## src/rtl/reaction_timer_ctrl_pkg.sv

```systemverilog
// Shared definitions for the reaction-timer controller: state encoding,
// LFSR seed/tap mask, result width and the default saturation value.
package reaction_timer_ctrl_pkg;

    localparam int          RESULT_W         = 14;
    localparam int          DEFAULT_MAX_TIME = 9999;
    localparam logic [15:0] LFSR_SEED        = 16'hACE1;
    // Galois mask for x^16 + x^14 + x^13 + x^11 + 1 (right-shifting form)
    localparam logic [15:0] LFSR_TAPS        = 16'hB400;

    typedef enum logic [2:0] {
        ST_IDLE  = 3'd0,
        ST_WAIT  = 3'd1,
        ST_GO    = 3'd2,
        ST_SHOW  = 3'd3,
        ST_EARLY = 3'd4
    } state_t;

    // One Galois step: shift right, fold the dropped bit back through the taps
    function automatic logic [15:0] lfsr_next(input logic [15:0] cur);
        return {1'b0, cur[15:1]} ^ (cur[0] ? LFSR_TAPS : 16'h0000);
    endfunction

endpackage

```

## src/rtl/reaction_timer_ctrl_if.sv

```systemverilog
// Signal bundle between the trial controller and its surroundings.
// start/react are single-cycle pulses from upstream debouncers: a pulse is
// consumed on the clock edge it is high, there is no ready/back-pressure, and
// a pulse arriving in a state that ignores it is simply dropped.
// state and lfsr are observation-only copies of internal registers.
interface reaction_timer_ctrl_if;
    import reaction_timer_ctrl_pkg::*;

    logic                start;
    logic                react;
    logic [RESULT_W-1:0] rect_time;
    logic                disp_en;
    logic                led_go;
    logic                too_early;
    logic                busy;
    state_t              state;
    logic [15:0]         lfsr;

    modport master (
        output start, react,
        input  rect_time, disp_en, led_go, too_early, busy, state, lfsr
    );

    modport slave (
        input  start, react,
        output rect_time, disp_en, led_go, too_early, busy, state, lfsr
    );

endinterface

```

## src/rtl/reaction_timer_ctrl_lfsr16.sv

```systemverilog
// Free-running 16-bit Galois LFSR; advances every clock, restarts from the
// seed on reset. A maximal-length polynomial keeps it out of the all-zero state.
module reaction_timer_ctrl_lfsr16
    import reaction_timer_ctrl_pkg::*;
(
    input  logic        clk,
    input  logic        en,
    output logic [15:0] q
);

    // Shift register with asynchronous active-low reset to the seed
    always_ff @(posedge clk or negedge en) begin
        if (!en) begin
            q <= LFSR_SEED;
        end else begin
            q <= lfsr_next(q);
        end
    end

endmodule

```

## src/rtl/reaction_timer_ctrl.sv

```systemverilog
// Reaction-time trial sequencer: random wait, GO indication, tick counting
// until the react press, result hold, and too-early detection. All outputs
// are registers loaded from the next state so the display enable is glitch-free.
module reaction_timer_ctrl
    import reaction_timer_ctrl_pkg::*;
#(
    parameter int TICK_DIV  = 50000,
    parameter int MIN_DELAY = 1000,
    parameter int RAND_BITS = 11,
    parameter int MAX_TIME  = DEFAULT_MAX_TIME
) (
    input  logic                 clk,
    input  logic                 en,
    reaction_timer_ctrl_if.slave bus
);

    localparam int PRESC_W  = $clog2(TICK_DIV);
    localparam int SUM_BITS = $clog2(MIN_DELAY + (1 << RAND_BITS));
    // Wide enough for MIN_DELAY + max random offset without truncation
    localparam int DLY_W    = ((RAND_BITS + 1) > SUM_BITS) ? (RAND_BITS + 1) : SUM_BITS;

    state_t              state_q, state_d;
    logic [RESULT_W-1:0] rect_q, rect_d;
    logic [PRESC_W-1:0]  presc_q;
    logic [DLY_W-1:0]    delay_q;
    logic [DLY_W-1:0]    delay_load;
    logic [15:0]         lfsr_q;
    logic                tick;
    logic                enter_timed;
    logic                led_go_q, too_early_q, busy_q, disp_en_q;

    reaction_timer_ctrl_lfsr16 u_lfsr (
        .clk (clk),
        .en  (en),
        .q   (lfsr_q)
    );

    assign tick        = (presc_q == PRESC_W'(TICK_DIV - 1));
    assign enter_timed = (state_d != state_q) &&
                         ((state_d == ST_WAIT) || (state_d == ST_GO));
    assign delay_load  = DLY_W'(MIN_DELAY) +
                         {{(DLY_W - RAND_BITS){1'b0}}, lfsr_q[RAND_BITS-1:0]};

    // Next-state and next-result decode; react beats expiry, start beats react
    always_comb begin
        state_d = state_q;
        rect_d  = rect_q;
        case (state_q)
            ST_IDLE: begin
                if (bus.start) state_d = ST_WAIT;
            end
            ST_WAIT: begin
                if (bus.react) begin
                    state_d = ST_EARLY;
                end else if (tick && (delay_q == DLY_W'(1))) begin
                    state_d = ST_GO;
                    rect_d  = '0;
                end
            end
            ST_GO: begin
                if (bus.react) begin
                    state_d = ST_SHOW;
                end else if (tick) begin
                    if ((rect_q + RESULT_W'(1)) >= RESULT_W'(MAX_TIME)) begin
                        rect_d  = RESULT_W'(MAX_TIME);
                        state_d = ST_SHOW;
                    end else begin
                        rect_d = rect_q + RESULT_W'(1);
                    end
                end
            end
            ST_SHOW: begin
                if (bus.start) state_d = ST_WAIT;
            end
            ST_EARLY: begin
                if (bus.start) state_d = ST_WAIT;
            end
            default: begin
                state_d = ST_IDLE;
            end
        endcase
    end

    // State, result and output registers, outputs decoded from the next state
    always_ff @(posedge clk or negedge en) begin
        if (!en) begin
            state_q     <= ST_IDLE;
            rect_q      <= '0;
            led_go_q    <= 1'b0;
            too_early_q <= 1'b0;
            busy_q      <= 1'b0;
            disp_en_q   <= 1'b1;
        end else begin
            state_q     <= state_d;
            rect_q      <= rect_d;
            led_go_q    <= (state_d == ST_GO);
            too_early_q <= (state_d == ST_EARLY);
            busy_q      <= (state_d == ST_WAIT) || (state_d == ST_GO);
            disp_en_q   <= !((state_d == ST_WAIT) || (state_d == ST_EARLY));
        end
    end

    // Tick prescaler, restarted on WAIT/GO entry so the first tick is a full period later
    always_ff @(posedge clk or negedge en) begin
        if (!en) begin
            presc_q <= '0;
        end else if (enter_timed || tick) begin
            presc_q <= '0;
        end else begin
            presc_q <= presc_q + PRESC_W'(1);
        end
    end

    // Random-wait counter: loaded on WAIT entry, decremented once per tick while waiting
    always_ff @(posedge clk or negedge en) begin
        if (!en) begin
            delay_q <= '0;
        end else if (enter_timed && (state_d == ST_WAIT)) begin
            delay_q <= delay_load;
        end else if ((state_q == ST_WAIT) && tick) begin
            delay_q <= delay_q - DLY_W'(1);
        end
    end

    assign bus.rect_time = rect_q;
    assign bus.led_go    = led_go_q;
    assign bus.too_early = too_early_q;
    assign bus.busy      = busy_q;
    assign bus.disp_en   = disp_en_q;
    assign bus.state     = state_q;
    assign bus.lfsr      = lfsr_q;

endmodule

```

## src/flat_wrapper.sv

```systemverilog
// flat-port wrapper written by rule: the top's interface ports become plain ports
module reaction_timer_ctrl_flat import reaction_timer_ctrl_pkg::*;
#(
    parameter int TICK_DIV  = 50000,
    parameter int MIN_DELAY = 1000,
    parameter int RAND_BITS = 11,
    parameter int MAX_TIME  = DEFAULT_MAX_TIME
)
  (clk, en, bus_start, bus_react, bus_rect_time, bus_disp_en, bus_led_go, bus_too_early, bus_busy, bus_state, bus_lfsr);
  reaction_timer_ctrl_if bus_i ();
  input  logic clk;
  input  logic en;
  input wire logic [$bits(bus_i.start)-1:0] bus_start;
  input wire logic [$bits(bus_i.react)-1:0] bus_react;
  output wire logic [$bits(bus_i.rect_time)-1:0] bus_rect_time;
  output wire logic [$bits(bus_i.disp_en)-1:0] bus_disp_en;
  output wire logic [$bits(bus_i.led_go)-1:0] bus_led_go;
  output wire logic [$bits(bus_i.too_early)-1:0] bus_too_early;
  output wire logic [$bits(bus_i.busy)-1:0] bus_busy;
  output wire logic [$bits(bus_i.state)-1:0] bus_state;
  output wire logic [$bits(bus_i.lfsr)-1:0] bus_lfsr;
  assign bus_i.start = bus_start;
  assign bus_i.react = bus_react;
  assign bus_rect_time = bus_i.rect_time;
  assign bus_disp_en = bus_i.disp_en;
  assign bus_led_go = bus_i.led_go;
  assign bus_too_early = bus_i.too_early;
  assign bus_busy = bus_i.busy;
  assign bus_state = bus_i.state;
  assign bus_lfsr = bus_i.lfsr;
  reaction_timer_ctrl #(.TICK_DIV(TICK_DIV), .MIN_DELAY(MIN_DELAY), .RAND_BITS(RAND_BITS), .MAX_TIME(MAX_TIME)) u_core (.clk(clk), .en(en), .bus(bus_i));
endmodule
```

## config.mk

```make
export PLATFORM = sky130hd
export DESIGN_NAME = reaction_timer_ctrl_flat
export DESIGN_NICKNAME = d
export VERILOG_FILES = /design/src/rtl/reaction_timer_ctrl_pkg.sv /design/src/rtl/reaction_timer_ctrl_if.sv /design/src/rtl/reaction_timer_ctrl_lfsr16.sv /design/src/rtl/reaction_timer_ctrl.sv /design/src/flat_wrapper.sv
export SDC_FILE = /design/constraint.sdc
export NUM_CORES = 1
export LEC_CHECK = 0
export ABC_AREA = 1
export CAP_MARGIN = 15
export CORE_MARGIN = 2
export CORE_UTILIZATION = 46
export CTS_BUF_LIST = sky130_fd_sc_hd__clkbuf_8
export CTS_CLUSTER_SIZE = 16
export DETAILED_ROUTE_END_ITERATION = 12
export PLACE_DENSITY = 0.67
export SYNTH_ARGS = -nofsm -noshare
export SYNTH_HDL_FRONTEND = slang
export SYNTH_SLANG_ARGS = --single-unit
```

## constraint.sdc

```tcl
create_clock -name clk -period 5.14 [get_ports clk]
set_clock_uncertainty 0.15 [all_clocks]
set_input_delay 1.028 -clock clk [delete_from_list [all_inputs] [get_ports clk]]
set_output_delay 1.028 -clock clk [all_outputs]
set_load 0.01 [all_outputs]
```

# Yosys cells after proc, flatten, opt, wreduce, memory -nomap -nowiden
# Index checks and enable logic that the tools add are counted.
[word_totals]
ff_bits = 65
latchBits = 0
ramBits = 0
rom_bits = 0
inputBits = 4
out_inout_bits = 37
elab_cells = 59
mem_count = 0
[op_classes]
n_addsub = 4
mul = 0
div = 0
n_lt_le_gt_ge = 1
n_eq_ne = 14
shifts = 0
n_mux = 17
bitwise = 1
n_reduce_logical = 13
[op_table]
columns = ["op", "n"]
rows = [
  ["two-way mux 14 bit", 5],
  ["two-way mux 16 bit", 2],
  ["one-hot mux 14 bit (2 select lines)", 1],
  ["two-way mux 12 bit", 2],
  ["two-way mux 3 bit", 6],
  ["adder 16 x 1 -> 16 bit (second input constant)", 1],
  ["equality test 16 bit (second input constant)", 1],
  ["XOR 15 x 16 -> 16 bit", 1],
  ["adder 14 x 1 -> 14 bit (second input constant)", 1],
  ["greater-or-equal comparator 14 bit (second input constant)", 1],
  ["adder 10 x 11 -> 12 bit (first input constant)", 1],
  ["equality test 12 x 1 -> 1 bit (second input constant)", 1],
  ["subtractor 12 x 1 -> 12 bit (second input constant)", 1],
  ["equality test 3 x 2 -> 1 bit (second input constant)", 3],
  ["one-hot mux 3 bit (3 select lines)", 1],
  ["equality test 3 x 1 -> 1 bit (second input constant)", 2],
  ["equality test 3 bit (second input constant)", 2],
  ["AND reduction 5 bit", 1],
  ["logical AND 1 bit", 4],
  ["inequality test 2 x 1 -> 1 bit (second input constant)", 2],
  ["inequality test 2 bit (second input constant)", 2],
  ["nonzero test 2 bit", 2],
  ["zero test 3 bit", 1],
  ["logical OR 1 bit", 3],
  ["other kinds (3)", 3],
]

# Depth between registers and ports, before layout
[depth]
depth_word = 11
depth_mapped = 22
ltp_nobuf = 20

# Cells and area by module
# Synthesis repeated with hierarchy kept, for this count alone.
[unflattened]
hier_cells = 455
hier_area_um2 = 3602.2
[by_module_without_submodules]
columns = ["module", "instances", "cells_each", "area_per_inst_um2", "seq_area_each_um2"]
rows = [
  ["reaction_timer_ctrl", 1, 426, 3143.0, 1227.4],
  ["reaction_timer_ctrl_lfsr16", 1, 29, 459.2, 410.4],
]

# Worst setup path before layout
# No wires, ideal clock.
[synth_path]
path_kind = "flip-flop to flip-flop"
startpoint = "register u_core.rect_q[1], in the netlist u_core.bus.rect_time[1]"
endpoint = "register u_core.presc_q[11]"
setup_ps = 124
arrival_time_ps = 2256
required_ps = 4866
slack_ps = 2610
path_stages_with_launch = 21
path_buffers = 2
period_less_slack_ps = 2530
path_cell_list = "dfrtp_1 ha_1 nand3_1 nor2_2 nand2_1 nand2_1 nand3_1 nand2_1 nand3_2 nand2_4 nand2_2 nand2_2 nand2_2 nand2_2 buf_6 nand2_4 nand3_2 nand2_2 nand2_4 buf_12 nor2_4"
[synth_via]
elab_chain_len = 11
elab_cells_between_ends = 13
cone_classes = "add/sub (1); order compare (1); eq/ne (3); mux (5); reduce/logical (3)"
[synth_rtl]
columns = ["element", "line_no", "source"]
rows = [
  ["start: declaration", "reaction_timer_ctrl.sv:23", "logic [RESULT_W-1:0] rect_q, rect_d;"],
  ["start signal: assignment", "reaction_timer_ctrl.sv:95", "rect_q <= rect_d;"],
  ["adder 14 x 1 -> 14 bit *", "reaction_timer_ctrl.sv:64", "if ((rect_q + RESULT_W'(1)) >= RESULT_W'(MAX_TIME)) begin"],
  ["greater-or-equal comparator 14 bit *", "reaction_timer_ctrl.sv:64", ""],
  ["two-way mux 3 bit *", "reaction_timer_ctrl.sv:64", ""],
  ["two-way mux 3 bit *", "reaction_timer_ctrl.sv:63", "end else if (tick) begin"],
  ["two-way mux 3 bit *", "reaction_timer_ctrl.sv:61", "if (bus.react) begin"],
  ["one-hot mux 3 bit (3 select lines) *", "reaction_timer_ctrl.sv:48", "case (state_q)"],
  ["via u_core.state_d[0]", "reaction_timer_ctrl.sv:22", "state_t state_q, state_d;"],
  ["equality test 3 x 1 -> 1 bit or equality test 3 x 2 -> 1 bit (tied branches)", "reaction_timer_ctrl.sv:40", "((state_d == ST_WAIT) || (state_d == ST_GO));"],
  ["logical OR 1 bit", "reaction_timer_ctrl.sv:40", ""],
  ["logical AND 1 bit *", "reaction_timer_ctrl.sv:39", "assign enter_timed = (state_d != state_q) &&"],
  ["logical OR 1 bit *", "reaction_timer_ctrl.sv:107", "end else if (enter_timed || tick) begin"],
  ["two-way mux 16 bit *", "reaction_timer_ctrl.sv:107", ""],
  ["end signal: assignment", "reaction_timer_ctrl.sv:110", "presc_q <= presc_q + PRESC_W'(1);"],
  ["end: declaration", "reaction_timer_ctrl.sv:24", "logic [PRESC_W-1:0] presc_q;"],
]
# The timed path passes the listed nets; every way through them passes the cells marked *.
# A chain may end at the register's enable or synchronous reset.

# Worst setup path after layout
[layout_path]
startpoint = "input bus_start"
endpoint = "register u_core.delay_q[5]"
[layout_via]
elab_chain_len = 7
elab_cells_between_ends = 10
cone_classes = "eq/ne (3); mux (3); reduce/logical (4)"
[layout_rtl]
columns = ["element", "line_no", "source"]
rows = [
  ["start: declaration", "flat_wrapper.sv:13", "input wire logic [$bits(bus_i.start)-1:0] bus_start;"],
  ["two-way mux 3 bit *", "reaction_timer_ctrl.sv:50, reaction_timer_ctrl.sv:73, reaction_timer_ctrl.sv:76", ""],
  ["one-hot mux 3 bit (3 select lines) *", "reaction_timer_ctrl.sv:48", ""],
  ["equality test 3 x 1 -> 1 bit or equality test 3 x 2 -> 1 bit (tied branches)", "reaction_timer_ctrl.sv:40, reaction_timer_ctrl.sv:118", ""],
  ["logical OR 1 bit", "reaction_timer_ctrl.sv:40", ""],
  ["logical AND 1 bit", "reaction_timer_ctrl.sv:39", ""],
  ["logical AND 1 bit *", "reaction_timer_ctrl.sv:118", "end else if (enter_timed && (state_d == ST_WAIT)) begin"],
  ["two-way mux 12 bit or nonzero test 2 bit (tied branches)", "-", ""],
  ["end signal: assignment", "reaction_timer_ctrl.sv:119", "delay_q <= delay_load;"],
  ["end signal: assignment", "reaction_timer_ctrl.sv:121", "delay_q <= delay_q - DLY_W'(1);"],
  ["end: declaration", "reaction_timer_ctrl.sv:25", "logic [DLY_W-1:0] delay_q;"],
]
# Every way passes the cells marked *; elsewhere a longest branch is shown, timed or not.

==> out/qor.yml <==
hold_path:
  hold_depth: 0
  worst_hold_startpoint: "u_core.u_lfsr.q[6]$_DFF_PN1_"
  hold_class: "register to register"
logic_synthesis:
  syn-num-nets: 475
  synth_edf_count: 0
  synth_simple_gate_area_frac: 0.310
  yosys.area_share.adder: 0.0199
  synth_common_cells: "nand2_1, inv_1, dfrtp_1, nor2_1, nand3_1"
  yosysMostFrequentCell: "nand2_1"
  seq_area_frac_synth: 0.434
  syn-cell-area_sq_um: 3770
  ys_seq_elements: 65
  ys_top_cells_by_area: "dfrtp_1, nand2_1, inv_1, dfstp_2, nand3_1"
  async_flop_share: 1.00
  synth_top_family_by_area: "simple AND/OR/NAND/NOR gates"
  synth_xor_area_frac: 0.0534
  avgSynthCellArea_sq_um: 8.12
  synthCells: 465
  synth_ff_type: "dfrtp_1"
  synth_warnings: 0
  synth-compound-area-share: 0.0981
  synth_largest_area_cell: "dfrtp_1"
  synth.area.mux_share: 0
  yosys.area.top_type_share: 0.371
  ys_types: 37
sta:
  rsz0062_at_grt: "no"
  fmax_ghz: 0.335
  finalHoldViolCount: 0
  setup_violations: 0
  fin_crit_sh: 0.582
  worst_pin_slew_ns: 0.668
  slew_headroom: 0.555
  slew_violations: 0
  hold_ws_ns: 0.235
  setup-tns-final_ns: 0
  setup_slack_ns: 2.15
  min_period_ns: 2.99
flow_run:
  drv_cap: 0
clocking:
  clockRootBuffer: "clkbuf_8"
  clock_sinks: 65
  clk_latency_ns: 0.34
  cts_tree: "built"
  hold_buffers: 0
  path_clk_slew_ns: 0.08
  clk_path_buf_depth: 2
  htreeDepth: 3
  numCtsBuffers: 9
  cts_setup_buffers: 0
  ctsResizeCount: 0
routing:
  via_count: 3095
  via_per_inst: 4.99
  routed_wl_mm: 7.71
  dr.first_iter.drc_count: 183
  antenna_left: 0
  dr.pass1.iters: 4
  drc: 0
  drt-wirelength-per-cell_um: 12.4
setup_path:
  path_cells: "clkdlybuf4s50_1 -> inv_1 -> nand4_1 -> o21ai_0 -> o21ai_0 -> nand3_1 -> nand2_1 -> o211ai_4 -> o21ai_0 -> nand2_1 -> nand2_1"
  critPathTopFamily: "compound AO/OA/AOI/OAI gates"
  timing.critical_path.required_ns: 5.23
  reg2reg_from: "u_core.bus.rect_time[1]$_DFFE_PN0P_"
  critPathBufInv: 2
  crit_type: "input port to register"
  start_kind: "input port"
  reg2reg_depth: 18
  critPathMaxFanout: 26
  crit_cells: 11
  slowest_delay_ns: 0.57
  crit_start: "bus_start"
  cp.arrival_ns: 3.08
  critPathCaptureType: "register"
  cpMaxStageDelayCell: "o211ai_4"
place:
  dp.cells: 604
  post-place-ws_ns: 1.83
  port_buffers: 40
  hpwl_mm: 5.70
  gp_congestion: 0.875
layout:
  fillers: 765
  seq_area_sq_um: 1640
  antenna_cells: 0
  multi_input_area_sq_um: 1820
  syn_to_final_growth_pct: 17.6
  stdcell_count: 620
  drive_above_1_share: 0.138
  final_nets: 520
floorplan:
  start_util: 0.466
  core_sq_um: 8090
  fp.dieW_um: 94.6
  row_count: 33
  dieArea_sq_um: 8940
  io_pins: 41
  die_h_um: 94.6
global_routing:
  grt_overflow_total: 0
  grt_pass1_vias: 3029
  track_usage: 0.193
  grt_pass1_wl_mm: 13.5
  grt_max_degree: 37
  antenna_found_initial: 0
pwr:
  p_leak_nw: 1.99
  ir_drop_mv: 0.183
  powerDensity_nw_per_um2: 392
run_status:
  status: "complete, no violations"
-- layer usage --
layer	GRT usage	vias to the layer above	routed length (um)
met5	0	-	0
met4	0.0725	0	123
met3	0.0479	11	334
met2	0.324	57	3790
met1	0.242	1433	3470
li1	-	1594	-
-- sequential cells by signal (all words and copies together), names as in the netlist --
signal                flops
u_core.bus.state          3
u_core.u_lfsr.q          16
u_core.bus.too_early      1
u_core.bus.led_go         1
u_core.delay_q           12
u_core.bus.rect_time     14
u_core.bus.disp_en        1
u_core.bus.busy           1
u_core.presc_q           16
-- where the power goes --
group	switching [W]	internal [W]
clock network	0.000206	0.000223
logic	0.000396	0.000224
registers	0.0000800	0.000612
total	0.000682	0.00106
-- worst reg2reg max path, delay by kind of cell (launching register included) --
family,cells,cell delay [ns]
fa+ha+maj,1,0.22
simple gates,17,2.03
flops,1,0.43
-- layout make-up --
type | count | share of cell area
flip-flops and latches | 65 | 0.369
clock buffers | 9 | 0.0279
clock inverters | 7 | 0.0161
inverters | 68 | 0.0575
repair buffers | 41 | 0.0908
well taps | 105 | 0.0296
multi-input cells | 325 | 0.409
-- cells by family (layout without fill, tap and decap cells) --
logic type	after synthesis	in the layout
and+or+nand+nor	238	238
xor gates and xnor gates	23	23
AOI/OAI and AO/OA	58	58
adders and majority gates	6	6
DFF	65	65
buffers and inverters	75	125
-- stage by stage --
step                power (W)   util  instance area [sq um]
floorplan             0.00123      -                   3770
global placement      0.00131  0.524                   4240
detailed placement    0.00133  0.524                   4240
CTS                   0.00176  0.548                   4440
global route          0.00189  0.548                   4440
finish                0.00174  0.548                   4440
-- final timing paths --
check | slack, ns | to
worst max-delay path | 2.15 | u_core.delay_q[5]$_DFFE_PN0P_
min in group asynchronous | 0.55 | u_core.presc_q[8]$_DFF_PN0_
worst max register to register | 2.19 | u_core.presc_q[15]$_DFF_PN0_
max in group asynchronous | 3.32 | u_core.bus.disp_en$_DFF_PN1_
worst min-delay path | 0.23 | u_core.u_lfsr.q[5]$_DFF_PN1_
worst min register to register | 0.23 | u_core.u_lfsr.q[5]$_DFF_PN1_
-- cells in the final DEF (no fill, tap or decap), types with 12 or more instances in the layout --
master and instances:
dfrtp_1 56, nor2_4 13, nand2_1 98, nor2_1 43, nand2_2 12, nand3_1 41, o21ai_0 24, clkdlybuf4s50_1 39
xor2_1 17, inv_1 64
No activity file was read; power rests on OpenSTA's default activity.
